## src/rtl/mem_access_seq_if.sv

```systemverilog
// rtl/mem_access_seq_if.sv - request/response and memory-port bundle for mem_access_seq
//
// Purpose: groups the cpu-side request/response handshake and the memory port.
// Ports (signals):
//   req_valid/req_ready/req_op/req_indirect/req_addr/req_wdata : request handshake
//   rsp_valid/rsp_rdata/rsp_err                                 : completion pulse
//   mem_address/mem_read/mem_write/mem_byte_enable/mem_wdata     : memory strobes
//   mem_rdata/mem_resp                                          : memory response
// Modports: master = sequencer side, slave = cpu + memory side.
interface mem_access_seq_if #(
  parameter int DATA_WIDTH   = 16,
  parameter int ADDR_WIDTH   = 16,
  parameter int MAX_INDIRECT = 2
);
  localparam int BYTES = DATA_WIDTH / 8;
  localparam int IW    = (MAX_INDIRECT > 0) ? $clog2(MAX_INDIRECT + 1) : 1;

  logic                  req_valid;
  logic                  req_ready;
  logic [1:0]            req_op;
  logic [IW-1:0]         req_indirect;
  logic [ADDR_WIDTH-1:0] req_addr;
  logic [DATA_WIDTH-1:0] req_wdata;

  logic                  rsp_valid;
  logic [DATA_WIDTH-1:0] rsp_rdata;
  logic                  rsp_err;

  logic [ADDR_WIDTH-1:0] mem_address;
  logic                  mem_read;
  logic                  mem_write;
  logic [BYTES-1:0]      mem_byte_enable;
  logic [DATA_WIDTH-1:0] mem_wdata;
  logic [DATA_WIDTH-1:0] mem_rdata;
  logic                  mem_resp;

  modport master (
    input  req_valid, req_op, req_indirect, req_addr, req_wdata, mem_rdata, mem_resp,
    output req_ready, rsp_valid, rsp_rdata, rsp_err,
           mem_address, mem_read, mem_write, mem_byte_enable, mem_wdata
  );

  modport slave (
    output req_valid, req_op, req_indirect, req_addr, req_wdata, mem_rdata, mem_resp,
    input  req_ready, rsp_valid, rsp_rdata, rsp_err,
           mem_address, mem_read, mem_write, mem_byte_enable, mem_wdata
  );
endinterface

```

## src/rtl/mem_access_seq.sv

```systemverilog
// rtl/mem_access_seq.sv - multicycle memory-transaction sequencer with pointer dereference and timeout
//
// Purpose: accepts one word/byte read or write, optionally follows up to
// MAX_INDIRECT pointers first, issues each memory access as a held strobe
// until mem_resp, and reports completion (or timeout abort) as a one-cycle pulse.
// Ports:
//   clk   : clock, all state on rising edge
//   rst_n : synchronous active-low reset
//   bus   : mem_access_seq_if.master (request, response and memory port)
module mem_access_seq #(
  parameter int DATA_WIDTH     = 16,
  parameter int ADDR_WIDTH     = 16,
  parameter int MAX_INDIRECT   = 2,
  parameter int TIMEOUT_CYCLES = 255
) (
  input logic               clk,
  input logic               rst_n,
  mem_access_seq_if.master  bus
);
  localparam int BYTES = DATA_WIDTH / 8;
  localparam int LSB   = $clog2(BYTES);
  localparam int IW    = (MAX_INDIRECT > 0) ? $clog2(MAX_INDIRECT + 1) : 1;
  localparam int TW    = (TIMEOUT_CYCLES > 0) ? $clog2(TIMEOUT_CYCLES + 1) : 1;

  localparam logic [ADDR_WIDTH-1:0] LANE_MASK = ADDR_WIDTH'((1 << LSB) - 1);

  localparam logic [2:0] S_IDLE = 3'd0;
  localparam logic [2:0] S_PTR  = 3'd1;
  localparam logic [2:0] S_GAP  = 3'd2;
  localparam logic [2:0] S_ACC  = 3'd3;
  localparam logic [2:0] S_RESP = 3'd4;

  logic [2:0]            state;
  logic [1:0]            op;
  logic [ADDR_WIDTH-1:0] addr;
  logic [DATA_WIDTH-1:0] wdata;
  logic [IW-1:0]         count;
  logic [TW-1:0]         tcnt;
  logic [DATA_WIDTH-1:0] result;
  logic                  err;

  logic                  is_write;
  logic                  is_byte;
  logic [ADDR_WIDTH-1:0] lane;
  logic [ADDR_WIDTH-1:0] word_addr;
  logic [IW-1:0]         sat_indirect;
  logic                  timed_out;
  logic [DATA_WIDTH-1:0] rd_shift;

  assign is_write  = op[0];
  assign is_byte   = op[1];
  assign lane      = addr & LANE_MASK;
  assign word_addr = addr & ~LANE_MASK;
  assign rd_shift  = bus.mem_rdata >> {lane, 3'b000};

  // Over-range dereference counts clamp rather than wrap.
  assign sat_indirect = (bus.req_indirect > IW'(MAX_INDIRECT)) ? IW'(MAX_INDIRECT)
                                                               : bus.req_indirect;

  // tcnt counts strobe cycles already spent without mem_resp; the limit-th
  // cycle aborts unless mem_resp arrives in that same cycle.
  assign timed_out = (TIMEOUT_CYCLES != 0) && (tcnt == TW'(TIMEOUT_CYCLES - 1));

  always_ff @(posedge clk) begin
    if (!rst_n) begin
      state  <= S_IDLE;
      op     <= '0;
      addr   <= '0;
      wdata  <= '0;
      count  <= '0;
      tcnt   <= '0;
      result <= '0;
      err    <= 1'b0;
    end else begin
      case (state)
        S_IDLE: begin
          if (bus.req_valid) begin
            op     <= bus.req_op;
            addr   <= bus.req_addr;
            wdata  <= bus.req_wdata;
            count  <= sat_indirect;
            tcnt   <= '0;
            result <= '0;
            err    <= 1'b0;
            state  <= (sat_indirect != '0) ? S_PTR : S_ACC;
          end
        end
        S_PTR: begin
          if (bus.mem_resp) begin
            addr  <= ADDR_WIDTH'(bus.mem_rdata);
            count <= count - 1'b1;
            tcnt  <= '0;
            state <= S_GAP;
          end else if (timed_out) begin
            err    <= 1'b1;
            result <= '0;
            state  <= S_RESP;
          end else begin
            tcnt <= tcnt + 1'b1;
          end
        end
        S_GAP: begin
          tcnt  <= '0;
          state <= (count != '0) ? S_PTR : S_ACC;
        end
        S_ACC: begin
          if (bus.mem_resp) begin
            if (is_write)     result <= '0;
            else if (is_byte) result <= DATA_WIDTH'(rd_shift[7:0]);
            else              result <= bus.mem_rdata;
            state <= S_RESP;
          end else if (timed_out) begin
            err    <= 1'b1;
            result <= '0;
            state  <= S_RESP;
          end else begin
            tcnt <= tcnt + 1'b1;
          end
        end
        S_RESP:  state <= S_IDLE;
        default: state <= S_IDLE;
      endcase
    end
  end

  always_comb begin
    bus.req_ready       = (state == S_IDLE);
    bus.rsp_valid       = (state == S_RESP);
    bus.rsp_err         = (state == S_RESP) && err;
    bus.rsp_rdata       = (state == S_RESP) ? result : '0;
    bus.mem_read        = 1'b0;
    bus.mem_write       = 1'b0;
    bus.mem_address     = '0;
    bus.mem_byte_enable = '0;
    bus.mem_wdata       = '0;
    if (state == S_PTR) begin
      bus.mem_read        = 1'b1;
      bus.mem_address     = word_addr;
      bus.mem_byte_enable = '1;
    end else if (state == S_ACC) begin
      bus.mem_read  = !is_write;
      bus.mem_write = is_write;
      if (is_byte) begin
        bus.mem_address     = addr;
        bus.mem_byte_enable = BYTES'(1) << lane;
        if (is_write) bus.mem_wdata = DATA_WIDTH'(wdata[7:0]) << {lane, 3'b000};
      end else begin
        bus.mem_address     = word_addr;
        bus.mem_byte_enable = '1;
        if (is_write) bus.mem_wdata = wdata;
      end
    end
  end
endmodule

```

## src/flat_wrapper.sv

```systemverilog
// flat-port wrapper written by rule: the top's interface ports become plain ports
module mem_access_seq_flat 
#(
  parameter int DATA_WIDTH     = 16,
  parameter int ADDR_WIDTH     = 16,
  parameter int MAX_INDIRECT   = 2,
  parameter int TIMEOUT_CYCLES = 255
)
  (clk, rst_n, bus_req_valid, bus_req_op, bus_req_indirect, bus_req_addr, bus_req_wdata, bus_mem_rdata, bus_mem_resp, bus_req_ready, bus_rsp_valid, bus_rsp_rdata, bus_rsp_err, bus_mem_address, bus_mem_read, bus_mem_write, bus_mem_byte_enable, bus_mem_wdata);
  mem_access_seq_if #(.DATA_WIDTH(DATA_WIDTH), .ADDR_WIDTH(ADDR_WIDTH), .MAX_INDIRECT(MAX_INDIRECT)) bus_i ();
  input logic clk;
  input logic rst_n;
  input wire logic [$bits(bus_i.req_valid)-1:0] bus_req_valid;
  input wire logic [$bits(bus_i.req_op)-1:0] bus_req_op;
  input wire logic [$bits(bus_i.req_indirect)-1:0] bus_req_indirect;
  input wire logic [$bits(bus_i.req_addr)-1:0] bus_req_addr;
  input wire logic [$bits(bus_i.req_wdata)-1:0] bus_req_wdata;
  input wire logic [$bits(bus_i.mem_rdata)-1:0] bus_mem_rdata;
  input wire logic [$bits(bus_i.mem_resp)-1:0] bus_mem_resp;
  output wire logic [$bits(bus_i.req_ready)-1:0] bus_req_ready;
  output wire logic [$bits(bus_i.rsp_valid)-1:0] bus_rsp_valid;
  output wire logic [$bits(bus_i.rsp_rdata)-1:0] bus_rsp_rdata;
  output wire logic [$bits(bus_i.rsp_err)-1:0] bus_rsp_err;
  output wire logic [$bits(bus_i.mem_address)-1:0] bus_mem_address;
  output wire logic [$bits(bus_i.mem_read)-1:0] bus_mem_read;
  output wire logic [$bits(bus_i.mem_write)-1:0] bus_mem_write;
  output wire logic [$bits(bus_i.mem_byte_enable)-1:0] bus_mem_byte_enable;
  output wire logic [$bits(bus_i.mem_wdata)-1:0] bus_mem_wdata;
  assign bus_i.req_valid = bus_req_valid;
  assign bus_i.req_op = bus_req_op;
  assign bus_i.req_indirect = bus_req_indirect;
  assign bus_i.req_addr = bus_req_addr;
  assign bus_i.req_wdata = bus_req_wdata;
  assign bus_i.mem_rdata = bus_mem_rdata;
  assign bus_i.mem_resp = bus_mem_resp;
  assign bus_req_ready = bus_i.req_ready;
  assign bus_rsp_valid = bus_i.rsp_valid;
  assign bus_rsp_rdata = bus_i.rsp_rdata;
  assign bus_rsp_err = bus_i.rsp_err;
  assign bus_mem_address = bus_i.mem_address;
  assign bus_mem_read = bus_i.mem_read;
  assign bus_mem_write = bus_i.mem_write;
  assign bus_mem_byte_enable = bus_i.mem_byte_enable;
  assign bus_mem_wdata = bus_i.mem_wdata;
  mem_access_seq #(.DATA_WIDTH(DATA_WIDTH), .ADDR_WIDTH(ADDR_WIDTH), .MAX_INDIRECT(MAX_INDIRECT), .TIMEOUT_CYCLES(TIMEOUT_CYCLES)) u_core (.clk(clk), .rst_n(rst_n), .bus(bus_i));
endmodule
```

## config.mk

```make
export PLATFORM = sky130hd
export DESIGN_NAME = mem_access_seq_flat
export DESIGN_NICKNAME = d
export VERILOG_FILES = /design/src/rtl/mem_access_seq_if.sv /design/src/rtl/mem_access_seq.sv /design/src/flat_wrapper.sv
export SDC_FILE = /design/constraint.sdc
export NUM_CORES = 1
export LEC_CHECK = 0
export BUFFER_PORTS_ARGS = -buffer_cell sky130_fd_sc_hd__buf_2
export CAP_MARGIN = 0
export CORE_MARGIN = 2
export CORE_UTILIZATION = 46
export DETAILED_ROUTE_END_ITERATION = 8
export PLACE_DENSITY = 0.77
export SLEW_MARGIN = 20
export SYNTH_ARGS = -nofsm -noshare
export SYNTH_HDL_FRONTEND = slang
export SYNTH_SLANG_ARGS = --single-unit
export TNS_END_PERCENT = 100
```

## constraint.sdc

```tcl
create_clock -name clk -period 1.5 [get_ports clk]
set_input_delay 0.15 -clock clk [delete_from_list [all_inputs] [get_ports clk]]
set_output_delay 0.15 -clock clk [all_outputs]
set_load 0.01 [all_outputs]
```

==> flow_summary_export.csv <==
group,metric,value,unit
grt,grt_max_degree,22,
detailed_routing,drt-initial-drc-count,320,
sta,tightest_slew,0.3968,ns
clocking,root_buffer,"clkbuf_8",
detailed_routing,routed_via_density,6.113,
cells_and_area,layout.nets,677,
sta,finalCritPeriodShare,125.3,%
synthesis,yosysTopAreaCellShare,39.01,%
sta,fin_setup_tns,-19.81,ns
sta,fmax,532.2,MHz
sta,skew,0.009414,ns
synthesis,yosys.area.top_type,"dfxtp_1",
synthesis,ys_seq_area_share,39.01,%
detailed_routing,drc_errors,0,
placed_design,gp_congestion,0.8636,
cells_and_area,final_cell_mix,"buf_2 (97), nand2_1 (63), dfxtp_1 (58), buf_4 (57), buf_6 (34)",
grt,grt_pass1_vias,3862,
pwr,power_density,899.1,mW/mm2
setup_path,critPathMaxFanout,8,
synthesis,synthesis.nets,494,
die,core_area,0.006869,mm2
clocking,clkTransAtPathRegs,0.07,ns
synthesis,synth_edf_count,0,
synthesis,ys_ff_latch,64,
setup_path,crit_required,1.35,ns
pwr,switching_power,1583,uW
pwr,p_sw_share,30.81,%
sta,relSlewSlack,73.38,%
sta,setup_viol,115,
setup_path,end_kind,"output port",
clocking,cts_tree,"yes",
synthesis,syn_area,0.003284,mm2
detailed_routing,ant_nets,0,
detailed_routing,finalWirelength,14800,um
cells_and_area,drive_gt1_share,53.70,%
placed_design,place_inst,656,
sta,final-hold-violation-count,0,
pwr,leakagePower,0.002505,uW
sta,drv_slew,0,
grt,gr-total-overflow,0,
grt,antenna_found_initial,0,
grt,grt_first_pass_wirelength,18760,um
detailed_routing,first_pass_iters,5,
placed_design,dp_hpwl,7043,um
cells_and_area,syn2layout_area_growth,74.02,%
die,dieArea,0.007832,mm2
clocking,clock_sinks,64,
pwr,intPower,3555,uW
synthesis,synthTopCellsByArea,"dfxtp_1 (39%), nand2_1 (9.3%), and2_1 (8.0%), a21oi_1 (5.5%), a22o_1 (4.8%)",
sta,setup_ws,-0.3790,ns
setup_path,crit_arrival,1.73,ns
clocking,clock_latency,0.36,ns
setup_path,critPathLaunchType,"flop",
synthesis,async_flop_share,0,%
die,die_w,88.50,um
cells_and_area,layout_commonest_cell,"buf_2",
die,row_count,30,
pwr,irDropWorstVdd,0.5000,mV
sta,fin_crit,1.879,ns
worst_hold_path,worstHoldPathType,"input pin to flop",
pwr,comb_power_share,29.2,%
setup_path,worstSetupPathType,"flop to output port",
die,io_pins,111,
synthesis,yosys_warnings,0,
cells_and_area,n_fill_cell,353,
grt,grtUsageTotal,31.30,%
detailed_routing,vias,4395,
synthesis,synth_cell_types,39,
clocking,clockBufferDepth,2,
die,start_util,47.81,%
cells_and_area,fin_cells,719,
run,drv_cap,0,
pwr,pwr-share-seq,37.3,%
cells_and_area,utilization,83.21,%
sta,rsz0062_at_grt,"yes",
die,die_height,88.50,um
synthesis,synth-main-ff-cell,"dfxtp_1",
placed_design,port_buffers,110,
placed_design,post-place-ws,-0.2102,ns
clocking,holdBufCountCts,0,
clocking,ctsHtreeMaxLevel,3,
run_status,status,"finished with violations",
detailed_routing,post_drt_wl_per_cell,20.59,um
run_status,violations,"setup timing",
pwr,pwr-share-clk,33.5,%
pwr,power,5139,uW
clocking,cts_buffers,9,
synthesis,synthCells,435,
synthesis,syn_area_per_cell,7.550,um2
[power groups by stage]
stage | Sequential (uW) | Combinational, uW | Clock (uW)
final | 1920 | 1500 | 1720
after global placement | 1920 | 771 | 0
after detailed placement | 1930 | 786 | 0
after floorplan | 1900 | 471 | 0
after global routing | 1920 | 1570 | 1780
after CTS | 1890 | 1180 | 1690
[what timing repair did]
action | in CTS | in global routing
pin swaps | 43 | 48
endpoints found under the setup margin | 95 | 119
gates resized for setup | 110 | 99
buffers inserted | 24 | 18
gates cloned | 5 | 5
[per-layer routing]
metal  global-route usage (%)  vias to the layer above  part of all wire, %
li1                         -                     1890                    -
met1                    37.02                     2077                   35
met2                    53.25                      320                   49
met3                    7.369                      108                  9.1
met4                    15.43                        0                  7.0
met5                        0                        -                    0
[state kept, by name, summed over array words and instances (netlist names)]
signal	flops
u_core.result	16
u_core.err	1
u_core.addr	16
u_core.wdata	16
u_core.tcnt	8
u_core.op	2
u_core.count	2
u_core.state	3
[metrics by stage]
step	area, um2	hold slack (ns)
6_report	5715	0.02561
5_1_grt	5713	0.03858
4_1_cts	5196	0.01740
3_5_place_dp	4210	0.3958
3_3_place_gp	4210	0.3900
2_1_floorplan	3294	0.2757
[kinds of logic after synthesis]
family                   count (synthesis)  share of synthesized area (%)
AO/OA/AOI/OAI                          122                          24.53
multiplexers                             1                         0.3428
adder cells (fa/ha/maj)                  3                          1.143
buffers and inverters                   47                          5.943
AND/OR/NAND/NOR                        198                          29.03
flip-flops                              64                          39.01
[synth_stat cells, types with 11 or more instances]
library cell,instances
o22ai_1,11
nand3_1,20
a21oi_1,36
a22o_1,18
dfxtp_1,64
o21ai_0,21
clkbuf_1,18
nor2_1,29
nand2_1,81
inv_1,16
and2_1,42
a311oi_1,16
[path summary, 6_finish.rpt]
check	from	to	slack (ns)	depth (start not counted)
worst max-delay path	u_core.op[0]$_SDFFE_PN0P_	bus_mem_wdata[4]	-0.38	5
worst min-delay path	bus_req_wdata[3]	u_core.wdata[3]$_SDFFE_PN0P_	0.03	3
worst max register to register	u_core.state[1]$_SDFFE_PN0N_	u_core.count[0]$_SDFFE_PN0P_	-0.34	6
worst min register to register	u_core.count[1]$_SDFFE_PN0P_	u_core.count[1]$_SDFFE_PN0P_	0.47	2
[critical path, stage by stage (launching register included)]
cell and delay (ns):
dfxtp_1 0.53, nand3_4 0.20, nor2_2 0.18, buf_6 0.14
and2_1 0.16, buf_2 0.15
[final cells by class]
cell class / count / area [um2] / share of cell area, %
multi-input cells: 324 / 2380 / 41.64
repair buffers: 203 / 1627 / 28.46
flip-flops and latches: 64 / 1304 / 22.81
clock buffers: 12 / 155.1 / 2.715
well taps: 96 / 120.1 / 2.102
clock inverters: 3 / 65.06 / 1.138
inverters: 16 / 62.56 / 1.095
diodes: 1 / 2.502 / 0.04378
Power figures use the tool's default switching activity.
